$ cat src/rtl/bird_motion_ctrl.sv
// ---------------------------------------------------------------------------
// bird_motion_ctrl
//
// Vertical motion controller for the player bird. Keeps a fixed-point
// position (y_fp, FRAC_W fraction bits) and a signed fixed-point velocity,
// both advanced once per frame Tick while in Flight. Flap presses are
// edge-detected every clock and held until the next Tick. Position is clamped
// at the ceiling (0) and the floor (SCREEN_H-BIRD_H); each clamp zeroes the
// velocity and pulses HitCeil / HitFloor for one cycle.
//
// Optional build macro: FLOOR_STOP_EN
//   defined   - a floor clamp also moves Flight -> Stop (self game-over)
//   undefined - the floor only clamps; the bird rests there until flapped
//
// Ports
//   Clk, reset           clock, asynchronous active-high reset
//   Start, Stop, Ack     game-state controls (Initial->Flight, Flight->Stop,
//                        Stop->Initial)
//   Tick                 one-cycle frame-rate enable
//   BtnPress             debounced flap button level
//   Bird_X_L/R           constant horizontal box edges
//   Bird_Y_T/B           registered vertical box edges (integer pixels)
//   Velocity             signed two's complement, positive = downward
//   HitCeil/HitFloor     one-cycle clamp pulses
//   q_Initial/Flight/Stop one-hot state flags
// ---------------------------------------------------------------------------
module bird_motion_ctrl #(
   parameter int POS_W    = 10,
   parameter int FRAC_W   = 4,
   parameter int GRAVITY  = 8,
   parameter int JUMP_VEL = 96,
   parameter int TERM_VEL = 128,
   parameter int BIRD_W   = 20,
   parameter int BIRD_H   = 20,
   parameter int X_START  = 250,
   parameter int Y_START  = 220,
   parameter int SCREEN_H = 480
) (
   input  logic                      Clk,
   input  logic                      reset,
   input  logic                      Start,
   input  logic                      Stop,
   input  logic                      Ack,
   input  logic                      Tick,
   input  logic                      BtnPress,
   output logic [POS_W-1:0]          Bird_X_L,
   output logic [POS_W-1:0]          Bird_X_R,
   output logic [POS_W-1:0]          Bird_Y_T,
   output logic [POS_W-1:0]          Bird_Y_B,
   output logic [POS_W+FRAC_W-1:0]   Velocity,
   output logic                      HitCeil,
   output logic                      HitFloor,
   output logic                      q_Initial,
   output logic                      q_Flight,
   output logic                      q_Stop
);

   localparam int YW = POS_W + FRAC_W;

   // One bit wider than the stored values so sums never wrap before clamping.
   localparam logic signed [YW:0] GRAV_S  = (YW+1)'(GRAVITY);
   localparam logic signed [YW:0] JUMP_S  = (YW+1)'(JUMP_VEL);
   localparam logic signed [YW:0] TERM_S  = (YW+1)'(TERM_VEL);
   localparam logic signed [YW:0] FLOOR_S = (YW+1)'((SCREEN_H - BIRD_H) << FRAC_W);
   localparam logic [YW-1:0]      Y_RESET = YW'(Y_START << FRAC_W);
   localparam logic [POS_W-1:0]   TOP_RESET = POS_W'(Y_START);
   localparam logic [POS_W-1:0]   BOT_RESET = POS_W'(Y_START + BIRD_H);

   typedef enum logic [1:0] {
      ST_INITIAL,
      ST_FLIGHT,
      ST_STOP
   } state_t;

   state_t            state_q, state_d;
   logic [YW-1:0]     y_q, y_d;
   logic [YW-1:0]     vel_q, vel_d;
   logic [POS_W-1:0]  top_q, top_d;
   logic [POS_W-1:0]  bot_q, bot_d;
   logic              flap_q, flap_d;
   logic              btn_q, btn_d;
   logic              hit_ceil_q, hit_ceil_d;
   logic              hit_floor_q, hit_floor_d;

   logic              flap_edge;
   logic              flap_now;
   logic signed [YW:0] vel_ext;
   logic signed [YW:0] v_fall;
   logic signed [YW:0] v_next;
   logic signed [YW:0] y_next;

   always_ff @(posedge Clk or posedge reset) begin
      if (reset) begin
         state_q     <= ST_INITIAL;
         y_q         <= Y_RESET;
         vel_q       <= '0;
         top_q       <= TOP_RESET;
         bot_q       <= BOT_RESET;
         flap_q      <= 1'b0;
         btn_q       <= 1'b0;
         hit_ceil_q  <= 1'b0;
         hit_floor_q <= 1'b0;
      end else begin
         state_q     <= state_d;
         y_q         <= y_d;
         vel_q       <= vel_d;
         top_q       <= top_d;
         bot_q       <= bot_d;
         flap_q      <= flap_d;
         btn_q       <= btn_d;
         hit_ceil_q  <= hit_ceil_d;
         hit_floor_q <= hit_floor_d;
      end
   end

   always_comb begin
      state_d     = state_q;
      y_d         = y_q;
      vel_d       = vel_q;
      flap_d      = flap_q;
      btn_d       = BtnPress;
      hit_ceil_d  = 1'b0;
      hit_floor_d = 1'b0;

      // A flap edge arriving in the Tick cycle itself still counts for that tick.
      flap_edge = BtnPress & ~btn_q;
      flap_now  = flap_q | flap_edge;

      // Semi-implicit Euler: the new velocity is applied to the position at once.
      vel_ext = {vel_q[YW-1], vel_q};
      v_fall  = vel_ext + GRAV_S;
      if (flap_now) begin
         v_next = -JUMP_S;
      end else if (v_fall > TERM_S) begin
         v_next = TERM_S;
      end else begin
         v_next = v_fall;
      end
      y_next = $signed({1'b0, y_q}) + v_next;

      case (state_q)
         ST_INITIAL: begin
            flap_d = 1'b0;
            if (Start) begin
               state_d = ST_FLIGHT;
            end
         end
         ST_FLIGHT: begin
            if (Stop) begin
               state_d = ST_STOP;
               flap_d  = 1'b0;
            end else if (Tick) begin
               flap_d = 1'b0;
               if (y_next[YW]) begin
                  y_d        = '0;
                  vel_d      = '0;
                  hit_ceil_d = 1'b1;
               end else if (y_next > FLOOR_S) begin
                  y_d         = FLOOR_S[YW-1:0];
                  vel_d       = '0;
                  hit_floor_d = 1'b1;
`ifdef FLOOR_STOP_EN
                  state_d     = ST_STOP;
`else
                  state_d     = ST_FLIGHT;
`endif
               end else begin
                  y_d   = y_next[YW-1:0];
                  vel_d = v_next[YW-1:0];
               end
            end else begin
               flap_d = flap_now;
            end
         end
         ST_STOP: begin
            flap_d = 1'b0;
            if (Ack) begin
               state_d = ST_INITIAL;
               y_d     = Y_RESET;
               vel_d   = '0;
            end
         end
         default: begin
            state_d = ST_INITIAL;
            flap_d  = 1'b0;
         end
      endcase

      // Box edges are registered alongside the position they come from.
      top_d = y_d[YW-1:FRAC_W];
      bot_d = top_d + POS_W'(BIRD_H);
   end

   assign Bird_X_L  = POS_W'(X_START);
   assign Bird_X_R  = POS_W'(X_START + BIRD_W);
   assign Bird_Y_T  = top_q;
   assign Bird_Y_B  = bot_q;
   assign Velocity  = vel_q;
   assign HitCeil   = hit_ceil_q;
   assign HitFloor  = hit_floor_q;
   assign q_Initial = (state_q == ST_INITIAL);
   assign q_Flight  = (state_q == ST_FLIGHT);
   assign q_Stop    = (state_q == ST_STOP);

endmodule

$ cat config.mk
export PLATFORM = sky130hd
export DESIGN_NAME = bird_motion_ctrl
export DESIGN_NICKNAME = d
export VERILOG_FILES = /design/src/rtl/bird_motion_ctrl.sv
export SDC_FILE = /design/constraint.sdc
export NUM_CORES = 1
export LEC_CHECK = 0
export BUFFER_PORTS_ARGS = -buffer_cell sky130_fd_sc_hd__clkbuf_2
export CORE_AREA = 2 2 97 75
export CTS_CLUSTER_DIAMETER = 30
export DETAILED_ROUTE_END_ITERATION = 8
export DIE_AREA = 0 0 99 77
export GPL_TIMING_DRIVEN = 0
export MAX_ROUTING_LAYER = met4
export PLACE_DENSITY = 0.8
export SYNTH_ARGS = -nofsm -noshare
export SYNTH_HDL_FRONTEND = slang
export SYNTH_SLANG_ARGS = --single-unit
$ cat constraint.sdc
create_clock -name Clk -period 9.1 [get_ports Clk]
set_clock_uncertainty 0.05 [all_clocks]
set_input_delay 0.91 -clock Clk [delete_from_list [all_inputs] [get_ports Clk]]
set_output_delay 0.91 -clock Clk [all_outputs]
set_load 0.05 [all_outputs]
======== Word-level counts from Yosys, hierarchy flattened ========
Index checks and enable logic that the tools add are counted.
storage, ports and cells
  memory bits (read-only) ................. 0
  latch bits .............................. 0
  bits in registers ....................... 44
  bits in writable memories ............... 0
  input port bits ......................... 7
  output and inout port bits .............. 59
  memories ................................ 0
cells by class
  multiplexer cells ....................... 33
  reduce and logical (&&, ||, !) cells .... 4
  $lt $le $gt $ge ......................... 2
  divide/modulo/power cells ............... 0
  equal/unequal tests ..................... 9
  add/sub/neg operators ................... 3
  shifts and indexed selects .............. 0
  bitwise logic cells ..................... 3
  multiply operators ...................... 0
operators with widths
  cell                   count
  $mux 14                10
  $pmux 14 s2            2
  $mux 15                2
  $add 14x5->15 const B  1
  $add 15x15->15         1
  $gt 15x14->1 const B   1
  $gt 15x9->1 const B    1
  $mux 1                 12
  $mux 2                 6
  $add 10x5->10 const B  1
  $ne 2x2->1 const B     4
  $ne 3x3->1 const B     2
  $pmux 2 s3             1
  $reduce_and 5->1       1
  $reduce_and 4->1       1
  $ne 3x2->1 const B     1
  $eq 2x1->1 const B     1
  $eq 2x2->1 const B     1
  $logic_not 2->1        1
  $reduce_bool 2->1      1
  $and 1x1->1            1
  $not 1->1              1
  $or 1x1->1             1

======== Logic depth before layout (Yosys ltp) ========
  word-level depth ........................ 12
  gate-level depth with buffers ........... 25
  depth with buffers taken out ............ 25

======== Least setup slack after synthesis ========
Ideal clock, no wire load.
  path kind ............................... register -> register
  start point ............................. register vel_q[3] (netlist: Velocity[3])
  end point ............................... register bot_q[8] (netlist: Bird_Y_B[8])
  arrival time ............................ 6.667 ns
  slack ................................... 2.258 ns
  cell stages (with the launch flop) ...... 24
  required time ........................... 8.925 ns
  path buffers ............................ 0
  path through ............................ dfrtp_1 > ha_1 > or3b_1 > o311ai_0 > a222oi_1 > or4_1 > a21oi_1 > and2_1 > ha_1 > and3_1 > a2111oi_0 > or4b_2 > a21oi_1 > o21ai_1 > a2111o_1 > a211o_1 > or3_1 > a311o_1 > and2_1 > nand2_1 > and2_1 > ha_1 > o2111ai_1 > xnor2_1
between the ends
  longest elaborated chain between the ends .. 12
RTL lines
  element                 line  text
  from (decl)             77    logic [YW-1:0] vel_q, vel_d;
  from (signal assigned)  106   vel_q <= vel_d;
  $add 14x5->15 *         131   v_fall = vel_ext + GRAV_S;
  $gt 15x9->1             134   end else if (v_fall > TERM_S) begin
  $mux 15 *               134
  $mux 15 *               132   if (flap_now) begin
  $add 15x15->15 *        139   y_next = $signed({1'b0, y_q}) + v_next;
  $gt 15x14->1            158   end else if (y_next > FLOOR_S) begin
  $mux 14                 158
  $mux 14 *               154   if (y_next[YW]) begin
  $mux 14 *               152   end else if (Tick) begin
  $mux 14 *               149   if (Stop) begin
  $pmux 14 s2 *           141   case (state_q)
  net y_d[6]              76    logic [YW-1:0] y_q, y_d;
  $add 10x5->10 *         191   bot_d = top_d + POS_W'(BIRD_H);
  net bot_d[8]            79    logic [POS_W-1:0] bot_q, bot_d;
  to (signal assigned)    108   bot_q <= bot_d;
  to (decl)               79
Mark *: on every way through the listed nets, which the timed path passes. The rest lies on a longest branch. The select of a mux whose other input is x is not followed.
A chain may end at the register's enable or synchronous reset.

======== Worst setup path in the final report ========
Same ends and word-level chain as after synthesis.

==> run metrics <==
status=finished, final reports clean; Cell Chain, Critical Path=ha_1 -> or3b_1 -> o41ai_1 -> a222oi_1 -> or4_1 -> a21oi_1 -> and2_1 -> ha_1 -> and3_1 -> a2111oi_0 -> or4b_2 -> a21oi_1 -> o21ai_1 -> a2111o_1 -> a211o_1 -> or3_1 -> a311o_1 -> and2_1 -> nand2_1 -> and2_1 -> ha_1 -> o2111ai_1 -> xnor2_1; slew margin rel.=between 30% and 40%; largest family of logic cells by synthesized area=compound AO/OA/AOI/OAI gates; Distinct cells, synth=78; floorplan core area=between 0.006 and 0.007 sq mm; post-route clock period utilization=between 80% and 90%; leading cell type in the layout, fill and taps excluded=clkbuf_2; Max-Cap Viols=0; fmax=between 100 and 150 MHz; vias in the first global route=between 3000 and 4000; Cell Rows=26; Final min period=between 7 and 8 ns; EDFF count, synth=0; clock-pin slew on the worst setup and hold paths=roughly 0.090 ns; final setup vio count=0; max-slew violations=0; Die Y-Extent=77 microns; Root Driver=clkbuf_8; Avg Synthesized Cell Area=8.48 sq um; CTS sink cnt=42; IO Pins=66; Fin. Hold Viols=0; CTS tree=built; area grow syn2layout=13.3%; synthesized-area fraction occupied by and/or/nand/nor cells=21.1%; Routed WL=between 9000 and 10000 microns; drt via density=6.02; PwrDens=between 200 and 300 mW/mm^2; DR vias=roughly 3600; WP data required=just over 9 ns; Yosys warning count=0; largest net degree at the start of global routing=43; Main synth FF type=dfrtp_1; share of cells above drive strength 1=23.8%; worst setup margin=1.42 ns; GRT overflow=0; post-synthesis xor/xnor area fraction=5.20%; Post-CTS Setup Bufs=0; ANT nets after route=0; final core utilization=62.9%; CTS Buffer Depth=2; worst-skew pair later-pin latency=~0.32 ns; setup TNS=0 ns; Worst EP arrival=7.83 ns; CP Launch Type=flip-flop; routed len/inst=about 16 microns; Lkg Pwr=~2.0 nW; sequential cell area fraction in the yosys report=28.7%; H-Tree Depth=2; routability cong.=approximately 0.94; DR pass1 iterations=5; Cells after Synth=437; fillers=592; commonest non-fill, non-tap cells in the layout=clkbuf_2 (46), dfrtp_1 (33), buf_4 (33); Yosys reg bits=between 40 and 50; Residual DRC=0; Post-Synth Adder-Cell Area=~6%; Worst Hold Class=reg2reg; Worst Setup End Kind=flip-flop; CP max FO=9; RSZ-0062 raised after global routing=false; All-Layer GR Usage=between 20 and 30%; final net count=roughly 530; measured slew at the worst slew-check pin=1.03 ns; post-synthesis cell area=around 0.0037 sq mm; Port Buffers=between 40 and 50; asr flop ratio synth=100%; initial DRC count=340; Die Width=~100 microns; CP max stage cell=or4b_2; ant diodes=0; CP peak stage delay=a little over 0.7 ns; fraction of synthesized area in multiplexers=0.979%; clock buffers created by TritonCTS=5; initial core utilization=55.6%; Die ar.=between 0.007 and 0.008 sq mm; Peak supply drop=around 0.18 mV; Worst Setup Path Type=reg2reg; Final HPWL DP=about 7400 microns; PostCTS Resize Cnt=0; pre-CTS setup slack=1.60 ns; initial antenna violation count=0; area fraction in compound gates after synthesis=about a quarter; hold_buf cts=0; first-pass GRT wire length=16100 microns
kinds of logic after synthesis:
| kind of cell | Yosys count |
|---|---|
| and+or+nand+nor | 145 |
| AOI/OAI and AO/OA | 134 |
| buffers and inverters | 72 |
| DFF | 42 |
| xor gates and xnor gates | 22 |
| adders and majority gates | 17 |
| muxes | 3 |
| other | 2 |
report_power, final:
part / internal [mW] / switching [mW]
registers: 0.231 / 0.0323
logic: 0.233 / 0.543
clock network: 0.0611 / 0.0747
total: 0.525 / 0.650
per-stage QoR:
| stage | area (sq um) | std cells | power, mW | hold slack [ns] |
|---|---|---|---|---|
| finish | 4200 | 592 | 1.18 | 0.480 |
| global route | 4200 | 592 | 1.26 | 0.505 |
| CTS | 4200 | 592 | 1.16 | 0.481 |
| detailed placement | 4100 | 584 | 1.03 | 0.459 |
| global placement | 4100 | 584 | 1.01 | 0.438 |
| floorplan | 3770 | 455 | 0.862 | 0.420 |
path summary, 6_finish.rpt:
kind / start / endpoint / slack, ns / cells past startpoint
max: Velocity[3] / Bird_Y_B[8] / 1.42 / 23
min: y_q[0] / y_q[0] / 0.48 / 1
max reg2reg: Velocity[3] / Bird_Y_B[8] / 1.42 / 23
min reg2reg: y_q[0] / y_q[0] / 0.48 / 1
max in group asynchronous: reset / y_q[13] / 7.75 / 2
min in group asynchronous: reset / state_q[1] / 0.71 / 2
worst max-delay path: cells and delay by family, from the launching register on:
kind	cells	cell delay, ns
flops	1	0.47
xor+xnor	1	0.19
simple gates	9	3.03
compound gates	10	2.93
fa+ha+maj	3	0.89
cell type report:
| type | count | area (sq um) | area share [%] |
|---|---|---|---|
| plain buffers | 50 | 332 | 7.90 |
| clock buffers | 6 | 82.6 | 1.97 |
| clock inverters | 2 | 12.5 | 0.298 |
| inverters | 22 | 82.6 | 1.97 |
| multi-input cells | 341 | 2300 | 54.7 |
| flip-flops and latches | 42 | 1060 | 25.3 |
| well taps | 84 | 105 | 2.50 |
| repair buffers | 45 | 225 | 5.37 |
state kept, by name (all words and copies together), names as in the netlist, named ones only:
signal    flops
Bird_Y_B      8
HitCeil       1
HitFloor      1
Velocity     14
btn_q         1
flap_q        1
state_q       2
y_q          12
routing by layer:
layer  global-route usage (%)  share of wire (%)
met3                     3.74                7.6
met1                     39.7                 48
met5                        -                  0
met4                     6.03                1.2
met2                     38.9                 43
Yosys cell counts (9+ instances only):
| master | instances | area share (%) |
|---|---|---|
| a211oi_1 | 11 | 2.2 |
| a21oi_1 | 24 | 3.2 |
| a22o_1 | 12 | 2.8 |
| and2_1 | 10 | 1.7 |
| buf_4 | 33 | 6.7 |
| clkbuf_1 | 10 | 1.0 |
| dfrtp_1 | 33 | 22 |
| dfstp_2 | 9 | 6.4 |
| ha_1 | 16 | 5.4 |
| inv_1 | 22 | 2.2 |
| nand2_1 | 29 | 2.9 |
| nand2b_1 | 9 | 1.5 |
| nand3_1 | 9 | 1.2 |
| nor2_1 | 32 | 3.2 |
| nor3_1 | 14 | 1.9 |
| o21ai_0 | 20 | 2.7 |
| xnor2_1 | 15 | 3.5 |
(Power assumes the default switching activity.)
